===== src/rtl/ssd_share_arbiter.sv =====
// ssd_share_arbiter: round-robin owner of the shared two-digit Pmod seven-segment display.
// Each grant snapshots the requester's byte and holds it for DWELL_CYCLES clocks.
module ssd_share_arbiter #(
    parameter int NUM_REQ      = 4,
    parameter int DWELL_CYCLES = 12000000,
    parameter int CNT_W        = $clog2(DWELL_CYCLES)
) (
    input  logic                       clk,
    input  logic                       rst_n,
    input  logic [NUM_REQ-1:0]         req,
    input  logic [8*NUM_REQ-1:0]       data,
    output logic [7:0]                 disp_value,
    output logic [NUM_REQ-1:0]         grant,
    output logic [$clog2(NUM_REQ)-1:0] owner,
    output logic [NUM_REQ-1:0]         done,
    output logic                       busy
);
    localparam int OW  = $clog2(NUM_REQ);
    localparam int OW1 = OW + 1;
    localparam logic [OW:0]      NUM_REQ_X = OW1'(NUM_REQ);
    localparam logic [OW-1:0]    LAST_IDX  = OW'(NUM_REQ - 1);
    localparam logic [CNT_W-1:0] CNT_LAST  = CNT_W'(DWELL_CYCLES - 1);

    typedef enum logic {IDLE, SHOW} state_t;

    state_t             state, state_n;
    logic [CNT_W-1:0]   cnt, cnt_n;
    logic [OW-1:0]      ptr, ptr_n, sel, owner_n, owner_inc;
    logic [OW:0]        idx;
    logic               found;
    logic [7:0]         vals [NUM_REQ];
    logic [7:0]         disp_n;
    logic [NUM_REQ-1:0] grant_n, done_n;

    always_comb begin
        for (int unsigned i = 0; i < NUM_REQ; i++) begin
            vals[i] = data[8*i +: 8];
        end
    end

    // First set request at or above ptr, wrapping modulo NUM_REQ
    always_comb begin
        sel   = ptr;
        found = 1'b0;
        idx   = '0;
        for (int unsigned i = 0; i < NUM_REQ; i++) begin
            idx = {1'b0, ptr} + OW1'(i);
            if (idx >= NUM_REQ_X) begin
                idx = idx - NUM_REQ_X;
            end
            if (!found && req[idx[OW-1:0]]) begin
                found = 1'b1;
                sel   = idx[OW-1:0];
            end
        end
    end

    assign owner_inc = (owner == LAST_IDX) ? '0 : owner + OW'(1);

    always_comb begin
        state_n = state;
        cnt_n   = cnt;
        ptr_n   = ptr;
        grant_n = grant;
        owner_n = owner;
        disp_n  = disp_value;
        done_n  = '0;
        case (state)
            IDLE: begin
                if (found) begin
                    grant_n = NUM_REQ'(1) << sel;
                    owner_n = sel;
                    disp_n  = vals[sel];
                    cnt_n   = '0;
                    state_n = SHOW;
                end
            end
            SHOW: begin
                cnt_n = cnt + CNT_W'(1);
                // Withdrawal wins over expiry and never produces done
                if (!req[owner]) begin
                    grant_n = '0;
                    ptr_n   = owner_inc;
                    cnt_n   = '0;
                    state_n = IDLE;
                end else if (cnt == CNT_LAST) begin
                    grant_n = '0;
                    done_n  = grant;
                    ptr_n   = owner_inc;
                    cnt_n   = '0;
                    state_n = IDLE;
                end
            end
            default: state_n = IDLE;
        endcase
    end

    always_ff @(posedge clk or negedge rst_n) begin
        if (!rst_n) begin
            state      <= IDLE;
            cnt        <= '0;
            ptr        <= '0;
            grant      <= '0;
            owner      <= '0;
            disp_value <= '0;
            done       <= '0;
        end else begin
            state      <= state_n;
            cnt        <= cnt_n;
            ptr        <= ptr_n;
            grant      <= grant_n;
            owner      <= owner_n;
            disp_value <= disp_n;
            done       <= done_n;
        end
    end

    assign busy = (state == SHOW);

endmodule


===== config.mk =====
export PLATFORM = sky130hd
export DESIGN_NAME = ssd_share_arbiter
export DESIGN_NICKNAME = d
export VERILOG_FILES = /design/src/rtl/ssd_share_arbiter.sv
export SDC_FILE = /design/constraint.sdc
export NUM_CORES = 1
export LEC_CHECK = 0
export CAP_MARGIN = 25
export CORE_ASPECT_RATIO = 0.5
export CORE_UTILIZATION = 28
export DETAILED_ROUTE_END_ITERATION = 12
export PLACE_DENSITY = 0.53
export SLEW_MARGIN = 25
export SYNTH_ARGS = -nofsm -noshare
export SYNTH_HDL_FRONTEND = slang
export SYNTH_SLANG_ARGS = --single-unit
export TNS_END_PERCENT = 10

===== constraint.sdc =====
create_clock -name clk -period 2 [get_ports clk]
set_input_delay 0.4 -clock clk [delete_from_list [all_inputs] [get_ports clk]]
set_output_delay 0.4 -clock clk [all_outputs]
set_load 0.01 [all_outputs]

==> summary.md <==
| Metric | Value |
|---|---|
| Outcome | `finished clean` |
| CTS tree | `built` |
| H-Tree Level Count | `2` |
| Setup crit start kind | `input port` |
| Reg power frac | `31.8%` |
| Gr usage total | `15.6%` |
| Hold/Removal Path Class | `input port to asynchronous set/reset pin` |
| Count leader, synth | `dfrtp_1` |
| Synth Net Count | `302` |
| CP peak stage delay | `0.59 ns` |
| Final Cell Area | `3750 µm²` |
| Relative slew slack | `63.1%` |
| Pwr/cell area | `1060 nW/µm²` |
| Core area | `8800 µm²` |
| Gpl congestion | `0.835` |
| Post-route ant nets | `0` |
| Synth top area cells | `dfrtp_1 44%, xnor2_1 5.1%, nor2_1 4.5%, mux2_4 3.5%, a221o_1 3.1%` |
| Min Clock Period, post-route | `1.97 ns` |
| DP HPWL | `4970 µm` |
| # diodes | `0` |
| Sw Ratio | `34.8%` |
| Total CTS buffers | `5` |
| Number of cell rows | `24` |
| Leak pwr | `1.51 nW` |
| Skew-Pair Late Insertion Delay | `0.29 ns` |
| # hold bufs at CTS | `0` |
| Worst path slowest cell | `or4_4` |
| Vias in the first global route | `2,357` |
| Hold Fails Final Rpt | `0` |
| Synth top cells by count | `45 x dfrtp_1, 31 x nor2_1, 15 x nand3_1, 15 x xnor2_1, 13 x nand2_1` |
| Mapped Avg Cell Area | `9.78 µm²` |
| I/O pins | `57` |
| Die Y | `69.6 µm` |
| Area share of the largest cell type after synthesis | `43.9%` |
| Maximum vdd ir drop | `418 µV` |
| Cells after Synth | `262` |
| Initial antenna violation count | `0` |
| Clock-pin slew on the worst setup and hold paths | `0.06 ns` |
| # clock sinks | `45` |
| RSZ-0062 raised after global routing | `true` |
| Clk network pwr share | `20.3%` |
| Routed vias | `2,316` |
| CP Capture Type | `flop` |
| First-pass DRT Iterations | `4` |
| Port bufs | `56` |
| Fin. max-slew vios | `0` |
| Placed cell areas | `3510 µm²` |
| EDFF count, synth | `0` |
| Skew final | `0.00417 ns` |
| Die area | `9560 µm²` |
| Die width | `137 µm` |
| DR WL/cell | `14.6 µm` |
| First-pass GRT wire length | `11,600 µm` |
| Synth Warn # | `0` |
| Root buf cell | `clkbuf_16` |
| Synth area leader | `dfrtp_1` |
| #FFs+latches synth | `45` |
| DRC viols | `0` |
| Max-Cap Viols | `0` |
| Int Pwr | `2.59 mW` |
| Worst slew pin tran | `0.549 ns` |
| Initial Util | `29.1%` |
| Post-synth ARST share | `100%` |
| Main flop type after synthesis | `dfrtp_1` |
| Drt initial violations | `128` |
| Largest net degree at the start of global routing | `24` |
| Area delta synth->final | `46.5%` |
| Logic pwr share | `47.9%` |
| Total grt overflow | `0` |
| Seq/Total Area, Yosys | `43.9%` |
| Worst Path Max Fanout | `6` |
| Crit path cell chain | `clkdlybuf4s15_2 -> nor3b_2 -> or4_4 -> nand2_8 -> mux2_4 -> a221o_1` |
| DRT Wirelength | `6830 µm` |
| Mapped cell area | `2560 µm²` |
| Layout cells sized above 1 | `22.3%` |
| CP arrival | `2.14 ns` |
| Worst Path Required | `2.17 ns` |
| Final core occ | `42.7%` |
| Final worst-path cycle share | `98.7%` |
| CP Class | `input port to flop` |
| Placement Setup Slack | `-0.698 ns` |
| Layout Nets | `389` |
| Finish-stage setup viols | `0` |
| Fmax | `506 MHz` |
| Post-CTS Setup Repair Bufs | `0` |
| NetSw | `1.39 mW` |
| Maximum root-to-sink buffer count | `2` |
| Yosys cell types | `49` |
| Post-DR vias/cell | `4.96` |
| Worst setup margin | `0.0253 ns` |
final timing paths:
kind / start / to / slack, ns / cells after the start
worst min register to register: grant[3] / grant[3] / 0.52 / 2
worst max register to register: ptr[1] / disp_value[6] / 0.08 / 5
min in group clk: grant[3] / grant[3] / 0.52 / 2
worst min-delay path: rst_n / cnt[19] / 0.10 / 1
worst max-delay path: req[2] / disp_value[6] / 0.03 / 6
max in group asynchronous: rst_n / cnt[5] / 1.38 / 2
cells by family after synthesis:
kind of cell    count (synthesis)  share of synthesized area (%)
compound gates                 47                           13.7
xor+xnor                       19                           6.49
fa+ha+maj                       2                          0.976
buf+inv                        20                           3.76
flops                          45                           43.9
mux                            12                           6.59
simple gates                  117                           24.6
sequential cells by signal, indices dropped and copies added (netlist names):
| signal | flops |
|---|---|
| cnt | 24 |
| disp_value | 8 |
| done | 4 |
| grant | 4 |
| owner | 2 |
| ptr | 2 |
| busy | 1 |
through the flow:
stage / hold slack [ns] / power, mW / TNS [ns] / instances
3_5_place_dp: 0.430 / 3.09 / -18.18 / 458
6_report: 0.102 / 3.98 / 0 / 467
3_3_place_gp: 0.431 / 3.05 / -16.56 / 458
4_1_cts: 0.122 / 4.00 / -0.000416 / 467
5_1_grt: 0.150 / 4.21 / -0.101 / 467
2_1_floorplan: 0.104 / 2.19 / -0.788 / 262
timing repair:
action	in CTS	in global routing
gates cloned	1	0
setup endpoints to repair	39	36
resized for setup	19	6
pin swaps	4	5
critical path: cells and delay by family:
family | cells | cell delay (ns)
multiplexers | 1 | 0.30
AND/OR/NAND/NOR | 3 | 0.90
buffers and inverters | 1 | 0.23
AO/OA/AOI/OAI | 1 | 0.31
per-layer routing:
metal,wire [µm],GRT usage [%],vias up
met5,0,0,-
met4,95,4.52,0
met3,278,3.44,10
met2,3200,24.9,51
met1,3250,21.2,1126
li1,-,-,1129
power by group through the flow:
stage                     clock, mW  sequential (mW)  combinational, mW
after floorplan                   0             1.31              0.875
after global placement            0             1.27               1.79
after detailed placement          0             1.27               1.83
after CTS                     0.823             1.26               1.91
after global routing          0.864             1.29               2.06
final                         0.809             1.26               1.91
layout by cell type, fill, tap and decap left out, types with 9 or more instances in the layout:
master,instances
dfrtp_1,45
buf_4,32
clkdlybuf4s50_1,51
nand3_1,15
nor2_1,29
xnor2_1,15
o21ai_0,11
nand2_1,13
a21oi_1,9
area by class of cell:
cell class / instances / area, µm²
Inverter: 7 / 26.3
Clock inverter: 1 / 7.51
Timing Repair Buffer: 92 / 873
Clock buffer: 7 / 133
Tap cell: 117 / 146
Multi-Input combinational cell: 198 / 1440
Sequential cell: 45 / 1130
Fill cell: 838 / 5040
Note: power is estimated with default switching activity, not from simulation.
